File: src/rtl/sdram_port_arbiter.sv
// sdram_port_arbiter: round-robin arbiter that shares one SDRAM byte port
// between N_REQ requesters. Only one transaction is in flight at a time.
//
// Ports:
//   clk, reset      clock, synchronous active-high reset
//   rq_req/rq_we    per-requester request level and direction (1 = write)
//   rq_addr/rq_din  packed per-requester address (AW bits) and write byte
//   rq_done         one-cycle completion pulse to the granted requester
//   rq_dout         read byte, valid with rq_done, held until next completion
//   grant           one-hot current owner, zero when idle
//   sdram_*         request/handshake channel to the SDRAM controller
//   timeout_err     watchdog abort pulse
//
// Optional feature: define SDRAM_ARB_WATCHDOG_EN to abort a transaction whose
// sdram_done has not arrived after TIMEOUT cycles (rq_dout = 8'hFF on abort).
// Without it, timeout_err is tied to 0 and WAIT lasts indefinitely.

module sdram_port_arbiter #(
   parameter int unsigned N_REQ   = 3,
   parameter int unsigned AW      = 27,
   parameter int unsigned TIMEOUT = 1024
) (
   input  logic                  clk,
   input  logic                  reset,
   input  logic [N_REQ-1:0]      rq_req,
   input  logic [N_REQ-1:0]      rq_we,
   input  logic [N_REQ*AW-1:0]   rq_addr,
   input  logic [N_REQ*8-1:0]    rq_din,
   output logic [N_REQ-1:0]      rq_done,
   output logic [7:0]            rq_dout,
   output logic [N_REQ-1:0]      grant,
   input  logic                  sdram_ready,
   input  logic                  sdram_done,
   input  logic [7:0]            sdram_dout,
   output logic                  sdram_req,
   output logic                  sdram_we,
   output logic [AW-1:0]         sdram_addr,
   output logic [7:0]            sdram_din,
   output logic                  timeout_err
);

   localparam int unsigned PW = $clog2(N_REQ);

   // Elaboration-time sanity check on the parameter ranges.
   if (N_REQ < 2 || N_REQ > 8 || TIMEOUT < 2) begin : g_bad_param
      $error("sdram_port_arbiter: parameter out of range");
   end

   typedef enum logic [1:0] {IDLE, WAIT, GAP} state_t;

   state_t          state, state_nxt;
   logic [PW-1:0]   ptr, ptr_nxt;
   logic [PW-1:0]   win, win_nxt;
   logic [PW-1:0]   sel;
   logic            sel_vld;
   logic            abort;

   logic               req_nxt, we_nxt;
   logic [AW-1:0]      addr_nxt;
   logic [7:0]         din_nxt, dout_nxt;
   logic [N_REQ-1:0]   grant_nxt, done_nxt;

   // Unpacked views of the packed per-requester buses.
   logic [AW-1:0] addr_a [N_REQ];
   logic [7:0]    din_a  [N_REQ];
   for (genvar g = 0; g < N_REQ; g++) begin : g_unpack
      assign addr_a[g] = rq_addr[g*AW +: AW];
      assign din_a[g]  = rq_din[g*8 +: 8];
   end

   // First requester at or after ptr, wrapping modulo N_REQ.
   always_comb begin
      logic [PW:0] cand;
      cand    = '0;
      sel     = '0;
      sel_vld = 1'b0;
      for (int unsigned i = 0; i < N_REQ; i++) begin
         cand = {1'b0, ptr} + (PW+1)'(i);
         if (cand >= (PW+1)'(N_REQ)) cand = cand - (PW+1)'(N_REQ);
         if (!sel_vld && rq_req[cand[PW-1:0]]) begin
            sel_vld = 1'b1;
            sel     = cand[PW-1:0];
         end
      end
   end

`ifdef SDRAM_ARB_WATCHDOG_EN
   localparam int unsigned CW = $clog2(TIMEOUT);
   logic [CW-1:0] wd_cnt;

   // sdram_done on the limit cycle takes priority over the abort.
   assign abort = (state == WAIT) && !sdram_done && (wd_cnt == CW'(TIMEOUT - 1));

   // Counter is zero on the first WAIT cycle and counts each WAIT cycle.
   always_ff @(posedge clk) begin
      if (reset) begin
         wd_cnt      <= '0;
         timeout_err <= 1'b0;
      end else begin
         timeout_err <= abort;
         if (state != WAIT) wd_cnt <= '0;
         else               wd_cnt <= wd_cnt + CW'(1);
      end
   end
`else
   assign abort       = 1'b0;
   assign timeout_err = 1'b0;
`endif

   // Next-state and registered-output logic.
   always_comb begin
      state_nxt = state;
      ptr_nxt   = ptr;
      win_nxt   = win;
      req_nxt   = sdram_req;
      we_nxt    = sdram_we;
      addr_nxt  = sdram_addr;
      din_nxt   = sdram_din;
      grant_nxt = grant;
      done_nxt  = '0;
      dout_nxt  = rq_dout;
      unique case (state)
         IDLE: begin
            if (sel_vld && sdram_ready) begin
               state_nxt = WAIT;
               win_nxt   = sel;
               req_nxt   = 1'b1;
               we_nxt    = rq_we[sel];
               addr_nxt  = addr_a[sel];
               din_nxt   = din_a[sel];
               grant_nxt = N_REQ'(1) << sel;
            end
         end
         WAIT: begin
            if (sdram_done || abort) begin
               state_nxt = GAP;
               req_nxt   = 1'b0;
               done_nxt  = grant;
               grant_nxt = '0;
               dout_nxt  = sdram_done ? sdram_dout : 8'hFF;
               ptr_nxt   = (win == PW'(N_REQ - 1)) ? '0 : win + PW'(1);
            end
         end
         // Bubble so a requester can drop its request after rq_done.
         GAP:     state_nxt = IDLE;
         default: state_nxt = IDLE;
      endcase
   end

   always_ff @(posedge clk) begin
      if (reset) begin
         state      <= IDLE;
         ptr        <= '0;
         win        <= '0;
         sdram_req  <= 1'b0;
         sdram_we   <= 1'b0;
         sdram_addr <= '0;
         sdram_din  <= '0;
         grant      <= '0;
         rq_done    <= '0;
         rq_dout    <= '0;
      end else begin
         state      <= state_nxt;
         ptr        <= ptr_nxt;
         win        <= win_nxt;
         sdram_req  <= req_nxt;
         sdram_we   <= we_nxt;
         sdram_addr <= addr_nxt;
         sdram_din  <= din_nxt;
         grant      <= grant_nxt;
         rq_done    <= done_nxt;
         rq_dout    <= dout_nxt;
      end
   end

endmodule

File: config.mk
export PLATFORM = sky130hd
export DESIGN_NAME = sdram_port_arbiter
export DESIGN_NICKNAME = d
export VERILOG_FILES = /design/src/rtl/sdram_port_arbiter.sv
export SDC_FILE = /design/constraint.sdc
export NUM_CORES = 1
export LEC_CHECK = 0
export BUFFER_PORTS_ARGS = -buffer_cell sky130_fd_sc_hd__buf_2
export CAP_MARGIN = 20
export CORE_UTILIZATION = 40
export CTS_BUF_LIST = sky130_fd_sc_hd__clkbuf_2
export DETAILED_ROUTE_END_ITERATION = 8
export GPL_ROUTABILITY_DRIVEN = 0
export GPL_TIMING_DRIVEN = 0
export PLACE_DENSITY = 0.74
export SYNTH_ARGS = -nofsm -noshare
export SYNTH_HDL_FRONTEND = slang
export SYNTH_SLANG_ARGS = --single-unit
File: constraint.sdc
create_clock -name clk -period 3.25 [get_ports clk]
set_input_delay 0.325 -clock clk [delete_from_list [all_inputs] [get_ports clk]]
set_output_delay 0.325 -clock clk [all_outputs]
set_load 0.01 [all_outputs]
==> results.md <==
- Port Buf Inserts: 173
- Synth Area in Simple Gates: 0.2113
- Synth Area in XOR/XNOR: 0
- Synth Warn #: 0
- Root Driver: clkbuf_2
- Final WS setup: 0.5851 ns
- Syn avg cell area: 8.095 sq um
- Cells after DPL: 640
- Later-pin clock latency in the skew report: 0.48 ns
- Die height: 88.30 microns
- Post-synthesis adder-cell area fraction: 0.01680
- Finished Layout Cells: 655
- Cts repair resizes: 0
- Area post-placement: 0.003969 sq mm
- Fillers: 734
- RSZ-0062 raised after global routing: no
- Worst EP arrival: 3.03 ns
- Yosys cell types: 40
- Total track usage: 0.2260
- Worst EP required: 3.61 ns
- Critical Path End Type: register
- Cell area after synthesis: 0.002979 sq mm
- CTS Sinks: 57
- TritonCTS Buffers: 9
- Row cnt: 31
- Skew final: 0.02563 ns
- Area grow syn2layout: 36.50%
- Largest family of logic cells by synthesized area: compound AO/OA/AOI/OAI gates
- Syn Nets: 495
- Pre-CTS setup slack: 0.5909 ns
- Core area: 0.007214 sq mm
- Initial DRC Count: 109
- Post-CTS setup buffer count: 0
- DR DRC count: 0
- Least-Margin Pin Slew: 0.5270 ns
- Outcome: completed
- Worst hold path type: in2reg
- Final setup viols: 0
- Final instance area: 0.004066 sq mm
- Layout net count: 679
- Diode count: 0
- Max cap viols: 0
- Reg clk slew, reported paths: 0.15 ns
- Slew margin rel.: 0.6487
- Post-route setup TNS: 0 ns
- H-tree levels: 3
- DRT Wirelength: 9241 microns
- Synth Area in Compound Gates: 0.3091
- Power density over the cells: 430.9 mW/mm^2
- Min Hold Slack: 0.07640 ns
- Largest net degree at the start of global routing: 11
- CTS tree: built
- Final count of pins violating max slew: 0
- WS Path Type: reg2reg
- Average wire per cell in the routed design: 14.11 microns
- Cell count after synthesis: 368
- CTS Buffer Depth: 2
- Period utilization: 0.8200
- Count of state elements after synthesis: 57
- Post-DP HPWL: 6854 microns
- Design Power: 1.752 mW
- Crit path time final: 2.665 ns
- Final hold viol count: 0
- Sequential area share after synthesis: 0.3830
- Die area: 0.007797 sq mm
- Share of cells above drive strength 1: 0.3795
- Gr ovfl total: 0
- Upper clock frequency limit: 375.3 MHz
- LEAKAGE: 1.982 nW
- Global-route wire length before repair: 13660 microns
- Ys async rst share: 0
- Initial antenna violation count: 0
- Vias in the first global route: 2967
- Final core utilization: 0.5636
- Routed Antenna Nets: 0
- First-pass iteration count of the detailed router: 4
- Die X: 88.30 microns
- Cts hold-fix bufs: 0
- Startpoint Class: register
- Multiplexer share of the synthesized area: 0.01428
- Post-synth EDFFs: 0
- Vias: 3381
- Prevailing post-synth register cell: dfxtp_1
- Initial core utilization: 0.4129
- Peak VDD IR: 0.0001727 V
- CP max FO: 10
- I/O pin count: 175
- Routed vias/inst: 5.162
[cells by family (layout without fill, tap and decap cells)]
| group | after synthesis | after routing |
|---|---|---|
| simple gates | 126 | 126 |
| mux | 3 | 3 |
| fa+ha+maj | 4 | 4 |
| buf+inv | 38 | 226 |
| compound gates | 139 | 139 |
| other cells | 1 | 1 |
| flops | 57 | 57 |
[state kept, by name, indices dropped and copies added, names as in the netlist]
| name | count |
|---|---|
| sdram_req | 1 |
| sdram_addr | 27 |
| sdram_din | 8 |
| ptr | 2 |
| state | 2 |
| grant | 3 |
| sdram_we | 1 |
| rq_dout | 8 |
| rq_done | 3 |
| win | 2 |
[layout by cell type (no fill, tap or decap), types with 3 or more instances in the layout]
cell type,synthesis,routed
nand3b_1,5,5
clkbuf_1,17,17
buf_4,3,3
buf_6,3,3
a21oi_1,51,51
nor2b_1,5,5
o21ai_1,22,22
nor2_1,44,44
clkbuf_2,3,13
buf_2,9,182
or3_1,36,36
dfxtp_1,57,57
and2_1,3,3
a22o_1,36,36
nand2_1,22,22
nand3_1,4,4
ha_1,4,4
o21ai_0,17,17
inv_1,3,3
[metal layers]
metal  track usage  part of all wire  routed length (microns)
met5             0                 0                        0
met1        0.2797              0.44                     4090
met4       0.09384             0.012                      113
met3       0.04944             0.069                      641
met2        0.3804              0.48                     4395
[Yosys cell counts (5+ instances only)]
master / count / area share
or3_1: 36 / 0.076
clkbuf_1: 17 / 0.021
dfxtp_1: 57 / 0.38
a21oi_1: 51 / 0.086
o21ai_1: 22 / 0.037
nor2_1: 44 / 0.055
nand2_1: 22 / 0.028
a22o_1: 36 / 0.11
nand3b_1: 5 / 0.013
buf_2: 9 / 0.015
nor2b_1: 5 / 0.010
o21ai_0: 17 / 0.029
[critical path: stages (launching register included)]
cell      delay, ns
dfxtp_1        0.40
inv_1          0.08
ha_1           0.27
buf_2          0.17
mux2i_1        0.19
o21a_1         0.26
nand3_1        0.16
a21boi_4       0.30
buf_6          0.19
buf_2          0.23
a21oi_1        0.11
a22o_1         0.21
[where the power goes]
part           total (mW)  switching, mW  internal [mW]
combinational       0.531          0.286          0.245
sequential          0.801         0.0354          0.766
clock               0.420          0.250          0.170
total                1.75          0.572           1.18
[worst paths after layout]
check	slack, ns	cells past startpoint	end	startpoint
max	0.59	11	sdram_addr[1]	ptr[0]
min	0.08	3	rq_dout[4]	sdram_dout[4]
max reg2reg	0.59	11	sdram_addr[1]	ptr[0]
min reg2reg	0.46	2	rq_dout[3]	rq_dout[3]
[area by class of cell]
cell class	count	area, sq um	share of cell area
Inverter	3	11.26	0.002769
Multi-Input combinational cell	273	1647	0.4049
Clock inverter	5	47.55	0.01169
Buffer	35	180.2	0.04431
Clock buffer	10	50.05	0.01231
Tap cell	99	123.9	0.03046
Sequential cell	57	1141	0.2806
Timing Repair Buffer	173	865.8	0.2129
(Power assumes the default switching activity.)
